File: src/rtl/controlador_interrupcao_if.sv
// rtl/controlador_interrupcao_if.sv - control-unit/PC-path bus of the interrupt controller
// master = control unit and PC path, slave = controller.
interface controlador_interrupcao_if #(
  parameter int NUM_SOURCES = 4,
  parameter int PC_WIDTH    = 11,
  parameter int TIME_WIDTH  = 16
);
  logic                   halt;
  logic                   set_clock;
  logic [TIME_WIDTH-1:0]  int_time;
  logic [NUM_SOURCES-1:0] irq_ext;
  logic [NUM_SOURCES-1:0] mask;
  logic [PC_WIDTH-1:0]    pc;
  logic                   get_interruption;
  logic                   reti;
  logic                   int_taken;
  logic [PC_WIDTH-1:0]    saved_pc;
  logic [PC_WIDTH-1:0]    pc_next;
  logic [31:0]            cause;
  logic                   in_service;
  logic [TIME_WIDTH-1:0]  timer_count;

  modport master (
    output halt, set_clock, int_time, irq_ext, mask, pc, get_interruption, reti,
    input  int_taken, saved_pc, pc_next, cause, in_service, timer_count
  );

  modport slave (
    input  halt, set_clock, int_time, irq_ext, mask, pc, get_interruption, reti,
    output int_taken, saved_pc, pc_next, cause, in_service, timer_count
  );
endinterface

File: src/rtl/controlador_interrupcao.sv
// rtl/controlador_interrupcao.sv - fixed-priority halt/timer/external interrupt controller
// Halt > quantum timer > external lines (lowest index first); one handler at a time until reti.
module controlador_interrupcao #(
  parameter int                  NUM_SOURCES = 4,
  parameter int                  PC_WIDTH    = 11,
  parameter int                  TIME_WIDTH  = 16,
  parameter bit                  AUTO_RELOAD = 1'b1,
  parameter logic [PC_WIDTH-1:0] VECTOR      = '0
) (
  input logic                   clk,
  input logic                   rst_n,
  controlador_interrupcao_if.slave bus
);

  logic [NUM_SOURCES-1:0] irq_prev;
  logic [NUM_SOURCES-1:0] ext_pending;
  logic [NUM_SOURCES-1:0] ext_rise;
  logic [NUM_SOURCES-1:0] ext_req;
  logic [NUM_SOURCES-1:0] ext_win;
  logic [31:0]            ext_code;
  logic [TIME_WIDTH-1:0]  reload;
  logic [TIME_WIDTH-1:0]  timer_count_q;
  logic                   run;
  logic                   timer_pending;
  logic                   int_taken_q;
  logic [PC_WIDTH-1:0]    saved_pc_q;
  logic [31:0]            cause_q;
  logic                   in_service_q;
  logic                   accept;
  logic                   take_timer;
  logic                   take_ext;
  logic                   timer_expire;

  assign ext_rise = bus.irq_ext & ~irq_prev;
  assign ext_req  = ext_pending & bus.mask;

  // Walk from the top so the lowest enabled index is the one left standing.
  always_comb begin
    ext_win  = '0;
    ext_code = 32'd0;
    for (int i = NUM_SOURCES - 1; i >= 0; i--) begin
      if (ext_req[i]) begin
        ext_win    = '0;
        ext_win[i] = 1'b1;
        ext_code   = 32'd3 + 32'(i);
      end
    end
  end

  assign accept       = !in_service_q && (timer_pending || (|ext_req));
  assign take_timer   = accept && timer_pending;
  assign take_ext     = accept && !timer_pending;
  assign timer_expire = run && !in_service_q && !bus.set_clock
                        && (timer_count_q == TIME_WIDTH'(1));

  always_ff @(posedge clk or negedge rst_n) begin
    if (!rst_n) begin
      irq_prev      <= '0;
      ext_pending   <= '0;
      reload        <= '0;
      timer_count_q <= '0;
      run           <= 1'b0;
      timer_pending <= 1'b0;
      int_taken_q   <= 1'b0;
      saved_pc_q    <= '0;
      cause_q       <= 32'd0;
      in_service_q  <= 1'b0;
    end else begin
      irq_prev    <= bus.irq_ext;
      int_taken_q <= 1'b0;
      if (bus.halt) begin
        int_taken_q   <= 1'b1;
        cause_q       <= 32'd2;
        in_service_q  <= 1'b1;
        ext_pending   <= '0;
        timer_pending <= 1'b0;
        run           <= 1'b0;
        timer_count_q <= '0;
      end else begin
        ext_pending   <= (ext_pending & ~(ext_win & {NUM_SOURCES{take_ext}})) | ext_rise;
        timer_pending <= (timer_pending & ~take_timer) | timer_expire;

        if (bus.set_clock) begin
          reload        <= bus.int_time;
          timer_count_q <= bus.int_time;
          run           <= |bus.int_time;
        end else if (run && !in_service_q) begin
          // A running count of zero only exists for one cycle after expiry in reload mode.
          if (timer_count_q == '0) begin
            timer_count_q <= reload;
          end else begin
            timer_count_q <= timer_count_q - TIME_WIDTH'(1);
            if (timer_expire && !AUTO_RELOAD) run <= 1'b0;
          end
        end

        if (bus.get_interruption) cause_q <= 32'd0;
        if (bus.reti) in_service_q <= 1'b0;

        if (accept) begin
          int_taken_q  <= 1'b1;
          saved_pc_q   <= bus.pc;
          cause_q      <= take_timer ? 32'd1 : ext_code;
          in_service_q <= 1'b1;
        end
      end
    end
  end

  assign bus.int_taken   = int_taken_q;
  assign bus.saved_pc    = saved_pc_q;
  assign bus.cause       = cause_q;
  assign bus.in_service  = in_service_q;
  assign bus.timer_count = timer_count_q;
  assign bus.pc_next     = int_taken_q ? VECTOR : bus.pc;

endmodule

File: src/flat_wrapper.sv
// flat-port wrapper written by rule: the top's interface ports become plain ports
module controlador_interrupcao_flat 
#(
  parameter int                  NUM_SOURCES = 4,
  parameter int                  PC_WIDTH    = 11,
  parameter int                  TIME_WIDTH  = 16,
  parameter bit                  AUTO_RELOAD = 1'b1,
  parameter logic [PC_WIDTH-1:0] VECTOR      = '0
)
  (clk, rst_n, bus_halt, bus_set_clock, bus_int_time, bus_irq_ext, bus_mask, bus_pc, bus_get_interruption, bus_reti, bus_int_taken, bus_saved_pc, bus_pc_next, bus_cause, bus_in_service, bus_timer_count);
  controlador_interrupcao_if #(.NUM_SOURCES(NUM_SOURCES), .PC_WIDTH(PC_WIDTH), .TIME_WIDTH(TIME_WIDTH)) bus_i ();
  input logic clk;
  input logic rst_n;
  input wire logic [$bits(bus_i.halt)-1:0] bus_halt;
  input wire logic [$bits(bus_i.set_clock)-1:0] bus_set_clock;
  input wire logic [$bits(bus_i.int_time)-1:0] bus_int_time;
  input wire logic [$bits(bus_i.irq_ext)-1:0] bus_irq_ext;
  input wire logic [$bits(bus_i.mask)-1:0] bus_mask;
  input wire logic [$bits(bus_i.pc)-1:0] bus_pc;
  input wire logic [$bits(bus_i.get_interruption)-1:0] bus_get_interruption;
  input wire logic [$bits(bus_i.reti)-1:0] bus_reti;
  output wire logic [$bits(bus_i.int_taken)-1:0] bus_int_taken;
  output wire logic [$bits(bus_i.saved_pc)-1:0] bus_saved_pc;
  output wire logic [$bits(bus_i.pc_next)-1:0] bus_pc_next;
  output wire logic [$bits(bus_i.cause)-1:0] bus_cause;
  output wire logic [$bits(bus_i.in_service)-1:0] bus_in_service;
  output wire logic [$bits(bus_i.timer_count)-1:0] bus_timer_count;
  assign bus_i.halt = bus_halt;
  assign bus_i.set_clock = bus_set_clock;
  assign bus_i.int_time = bus_int_time;
  assign bus_i.irq_ext = bus_irq_ext;
  assign bus_i.mask = bus_mask;
  assign bus_i.pc = bus_pc;
  assign bus_i.get_interruption = bus_get_interruption;
  assign bus_i.reti = bus_reti;
  assign bus_int_taken = bus_i.int_taken;
  assign bus_saved_pc = bus_i.saved_pc;
  assign bus_pc_next = bus_i.pc_next;
  assign bus_cause = bus_i.cause;
  assign bus_in_service = bus_i.in_service;
  assign bus_timer_count = bus_i.timer_count;
  controlador_interrupcao #(.NUM_SOURCES(NUM_SOURCES), .PC_WIDTH(PC_WIDTH), .TIME_WIDTH(TIME_WIDTH), .AUTO_RELOAD(AUTO_RELOAD), .VECTOR(VECTOR)) u_core (.clk(clk), .rst_n(rst_n), .bus(bus_i));
endmodule
File: config.mk
export PLATFORM = sky130hd
export DESIGN_NAME = controlador_interrupcao_flat
export DESIGN_NICKNAME = d
export VERILOG_FILES = /design/src/rtl/controlador_interrupcao_if.sv /design/src/rtl/controlador_interrupcao.sv /design/src/flat_wrapper.sv
export SDC_FILE = /design/constraint.sdc
export NUM_CORES = 1
export LEC_CHECK = 0
export CAP_MARGIN = 20
export CORE_MARGIN = 1
export CORE_UTILIZATION = 30
export CTS_CLUSTER_SIZE = 30
export DETAILED_ROUTE_END_ITERATION = 8
export PLACE_DENSITY = 0.61
export SKIP_CTS_REPAIR_TIMING = 1
export SLEW_MARGIN = 20
export SYNTH_ARGS = -nofsm -noshare
export SYNTH_HDL_FRONTEND = slang
export SYNTH_SLANG_ARGS = --single-unit
File: constraint.sdc
create_clock -name clk -period 2.3 [get_ports clk]
set_input_delay 0.23 -clock clk [delete_from_list [all_inputs] [get_ports clk]]
set_output_delay 0.23 -clock clk [all_outputs]
set_load 0.03 [all_outputs]
# After elaboration in Yosys (flattened, before gate mapping)
# Index checks and enable logic that the tools add are counted.
[word_totals] wordCells=68 inputBits=41 out_inout_bits=72 ff_bits=87
[classes] n_eq_ne=1 n_addsub=1 mux=26 reduce_logical=19 bitwise_logic=11
[op_table] operator="$mux W32" count=3
[op_table] operator="$mux W16" count=4
[op_table] operator="$mux W4" count=5
[op_table] operator="$and A4 B4 Y4" count=4
[op_table] operator="$eq A16 B1 Y1 const B" count=1
[op_table] operator="$logic_not A16 Y1" count=1
[op_table] operator="$reduce_or A16 Y1" count=1
[op_table] operator="$sub A16 B1 Y16 const B" count=1
[op_table] operator="$mux W3" count=5
[op_table] operator="$mux W11" count=1
[op_table] operator="$reduce_bool A3 Y1" count=3
[op_table] operator="$mux W1" count=8
[op_table] operator="$not A4 Y4" count=2
[op_table] operator="$logic_and A1 B1 Y1" count=6
[op_table] operator="$or A4 B4 Y4" count=1
[op_table] operator="$reduce_and A2 Y1" count=2
[op_table] operator="$reduce_or A4 Y1" count=1
[op_table] operator="$logic_not A1 Y1" count=3
[op_table] operator="$not A1 Y1" count=2
[op_table] operator="$reduce_bool A2 Y1" count=1
[op_table] operator="$and A1 B1 Y1" count=1
[op_table] operator="$logic_or A1 B1 Y1" count=1
[op_table] operator="$or A1 B1 Y1" count=1

# Logic depth before layout (Yosys ltp)
[depth] ltp_word=10 mapped_depth=8 mapped_depth_nobuf=7

# Worst setup path after synthesis
# Ideal clock, no wire load.
[synth_path] path_kind="reg2reg" start="register u_core.timer_count_q[0], in the netlist u_core.bus.timer_count[0]" end="register u_core.timer_count_q[8], in the netlist u_core.bus.timer_count[8]" slack_ns=0.159 required_time_ns=2.214 arrival_ns=2.055 stages_incl_launch_ff=8 path_buffers=0 path_cell_list="dfrtp_1 -> inv_1 -> ha_1 -> nor3b_2 -> nand2_1 -> or3_2 -> a31o_1 -> a32oi_1"
[synth_via] elab_chain_cells=5 word_cells_on_any_way=6 classes_between="add/sub (1); mux (4); reduce/logical (1)"
[synth_lines] item="start, declared" line_no="controlador_interrupcao.sv:22" source="logic [TIME_WIDTH-1:0] timer_count_q;"
[synth_lines] item="start signal, assigned" line_no="controlador_interrupcao.sv:85" source="timer_count_q <= bus.int_time;"
[synth_lines] item="start signal, assigned" line_no="controlador_interrupcao.sv:90" source="timer_count_q <= reload;"
[synth_lines] item="start signal, assigned" line_no="controlador_interrupcao.sv:92" source="timer_count_q <= timer_count_q - TIME_WIDTH'(1);"
[synth_lines] item="$sub A16 B1 Y16 or $logic_not A16 Y1 (tied branches)" line_no="controlador_interrupcao.sv:92, controlador_interrupcao.sv:89"
[synth_lines] item="$mux W16 *" line_no="controlador_interrupcao.sv:89" source="if (timer_count_q == '0) begin"
[synth_lines] item="$mux W16 *" line_no="controlador_interrupcao.sv:87" source="end else if (run && !in_service_q) begin"
[synth_lines] item="$mux W16 *" line_no="controlador_interrupcao.sv:83" source="if (bus.set_clock) begin"
[synth_lines] item="$mux W16 *" line_no="controlador_interrupcao.sv:71" source="if (bus.halt) begin"
# Mark *: on every way between the ends. The rest lies on a longest branch, timed or not. The select of a mux whose other input is x is not followed.
# A chain may end at the register's enable or synchronous reset.

# Worst setup path in the final report
[layout_path] start="register u_core.timer_count_q[2], in the netlist u_core.bus.timer_count[2]" end="register u_core.timer_count_q[8], in the netlist u_core.bus.timer_count[8]"
# The elaborated chain is that of the path after synthesis.

==> flow_summary.json <==
{
  "cp_data_arrival_time_ns": 2.36,
  "regArea_um2": 1450,
  "yosysTopAreaCell": "dfrtp_1",
  "drc": 0,
  "tightest_slew_ns": 0.573,
  "yosys_warnings": 0,
  "hold_violations": 0,
  "rows": 37,
  "critical_path.max_stage_delay_ns": 0.52,
  "worstPathRequired_ns": 2.52,
  "core-area_um2": 10300,
  "fin_ws_ns": 0.160,
  "synthCells": 339,
  "final_area_um2": 4370,
  "setup_viol": 0,
  "post-place-ws_ns": 0.177,
  "critPathKind": "flip-flop to flip-flop",
  "numCtsBuffers": 9,
  "via_count": 2810,
  "critPathLaunchType": "flip-flop",
  "crit_family": "simple AND/OR/NAND/NOR gates",
  "multiInputGateArea_um2": 1530,
  "drt_first_pass_iters": 6,
  "fin_crit_ns": 2.14,
  "finalMaxSlewViolations": 0,
  "n_fill_cell": 1017,
  "grt_usage": 0.160,
  "synth_top_area_frac": 0.454,
  "yosysMostFrequentCell": "nand2_1",
  "initial_utilization": 0.310,
  "drive_gt1_frac": 0.124,
  "run_status": "finished clean",
  "tns_ns": 0,
  "crit_chain": "nor4_2 > nand2_1 > or2_2 > o221ai_1 > a32oi_1",
  "synth_area_leaders": "dfrtp_1, nand2_1, buf_4",
  "die_h_um": 105,
  "cp_slowest_cell": "dfrtp_1",
  "whs_ns": 0.349,
  "clock_sinks": 58,
  "placed_area_um2": 4130,
  "final_antenna_net_count": 0,
  "syn2layout_area_growth_pct": 36.9,
  "max_slew_margin": 0.614,
  "wl_um": 8450,
  "rsz0062_at_grt": "no",
  "pwr_density_cell_nw_per_um2": 786,
  "ctsRootBufferMaster": "clkbuf_8",
  "maxCapViolations": 0,
  "synth-main-ff-cell": "dfrtp_1",
  "cts_buffer_depth": 2,
  "insertion_delay_ns": 0.35,
  "num_io_pins": 113,
  "worstSetupEndpointType": "flip-flop",
  "avgSynthCellArea_um2": 9.43,
  "die_w_um": 105,
  "drt-wirelength-per-cell_um": 14.6,
  "ys_seq_area_frac": 0.454,
  "nets": 481,
  "yosysUniqueCellTypes": 54,
  "grt_pass1_wl_um": 13900,
  "path_buf_inv": 0,
  "h-tree-depth": 3,
  "netlist_area_um2": 3200,
  "synthTopCellsByCount": "nand2_1, dfrtp_1, buf_4, o21ai_0, nor2b_1",
  "ys_async_sr_fraction": 1.00,
  "port_buffers": 83,
  "n_antenna_cell": 0,
  "vias_per_cell": 4.86,
  "grt_max_degree": 26,
  "gr-total-overflow": 0,
  "grt_antenna_before_repair": 0,
  "fmax_mhz": 467,
  "finClkSkew_ns": 0.0104,
  "post-route-util": 0.424,
  "first_global_vias": 2709,
  "dieArea_um2": 11100,
  "synth_edf_count": 0,
  "drt_iter0_drc": 151,
  "hp-class": "primary input to flip-flop",
  "tritoncts": "built",
  "vdd_drop_max_uv": 413,
  "post-route-period-util": 0.930,
  "clkTransAtPathRegs_ns": 0.07,
  "crit_path_max_fanout": 14,
  "dpl.hpwl_um": 6370,
  "synth-seq-cells": 58,
  "p_leak_uw": 0.00193,
  "globalplace.congestion": 0.889
}
## cells by family (layout without fill, tap and decap cells)
group                    count (synthesis)  in the layout  share of synthesized area
AO/OA/AOI/OAI                           61             61                      0.127
AND/OR/NAND/NOR                        140            140                      0.222
XOR/XNOR                                 8              8                     0.0219
other                                    1             29                    0.00117
buffers and inverters                   50            125                      0.101
multiplexers                            18             18                     0.0607
adder cells (fa/ha/maj)                  3              3                     0.0117
flip-flops                              58             58                      0.454
## sequential cells by signal, indices dropped and copies added (netlist names)
signal                  cells
u_core.bus.saved_pc        11
u_core.bus.in_service       1
u_core.bus.timer_count     16
u_core.reload              16
u_core.ext_pending          4
u_core.run                  1
u_core.bus.cause            3
u_core.bus.int_taken        1
u_core.timer_pending        1
u_core.irq_prev             4
## through the flow
stage	std cells	total power [uW]
6_report	578	3440
5_1_grt	578	3620
4_1_cts	577	3470
3_5_place_dp	561	2390
3_3_place_gp	561	2380
2_1_floorplan	367	1970
## worst register-to-register path, cell delays in order (launching register included)
cell and delay (ns):
dfrtp_1 0.52, nor4_2 0.47, nand2_1 0.20, or2_2 0.47, o221ai_1 0.24, a32oi_1 0.12
## cell usage in the layout (no fill, tap or decap), drive strengths merged, types with 6 or more instances in the layout
| cell | instances |
|---|---|
| a21oi | 8 |
| buf | 18 |
| clkbuf | 9 |
| clkdlybuf4s50 | 82 |
| conb | 29 |
| dfrtp | 58 |
| inv | 9 |
| mux2 | 11 |
| mux2i | 7 |
| nand2 | 64 |
| nand3 | 7 |
| nor2 | 14 |
| nor2b | 16 |
| nor3 | 9 |
| nor4 | 9 |
| o21ai | 19 |
| xnor2 | 6 |
## cell type report
class / count / area share
multi-input combinational: 259 / 0.350
sequential: 58 / 0.332
timing repair buffer: 101 / 0.220
tap: 136 / 0.0389
clock buffer: 9 / 0.0283
clock inverter: 7 / 0.0235
inverter: 8 / 0.00686
## final timing paths
path                                           startpoint                   endpoint  slack [ns]  cells after the start
worst max-delay path            u_core.bus.timer_count[2]  u_core.bus.timer_count[8]        0.16                      5
worst min-delay path                       bus_irq_ext[0]         u_core.irq_prev[0]        0.35                      1
worst max register to register  u_core.bus.timer_count[2]  u_core.bus.timer_count[8]        0.16                      5
worst min register to register           u_core.reload[2]           u_core.reload[2]        0.48                      2
max in group asynchronous                           rst_n  u_core.bus.timer_count[8]        1.22                      3
min in group asynchronous                           rst_n      u_core.ext_pending[1]        0.39                      2
## power breakdown
group          total, uW  switching [uW]  internal [uW]  leakage, uW
combinational       1100             616            480      0.00109
sequential          1280             116           1170     0.000728
clock               1060             444            618     0.000110
total               3440            1180           2260      0.00193
## metal layers
layer / routed length, um / part of all wire / track usage / vias up
met5: 0 / 0 / 0 / -
met4: 73 / 0.0086 / 0.0362 / 0
met3: 545 / 0.065 / 0.0474 / 11
met2: 3910 / 0.46 / 0.251 / 105
met1: 3920 / 0.46 / 0.216 / 1373
li1: - / - / - / 1321
No activity file was read; power rests on OpenSTA's default activity.
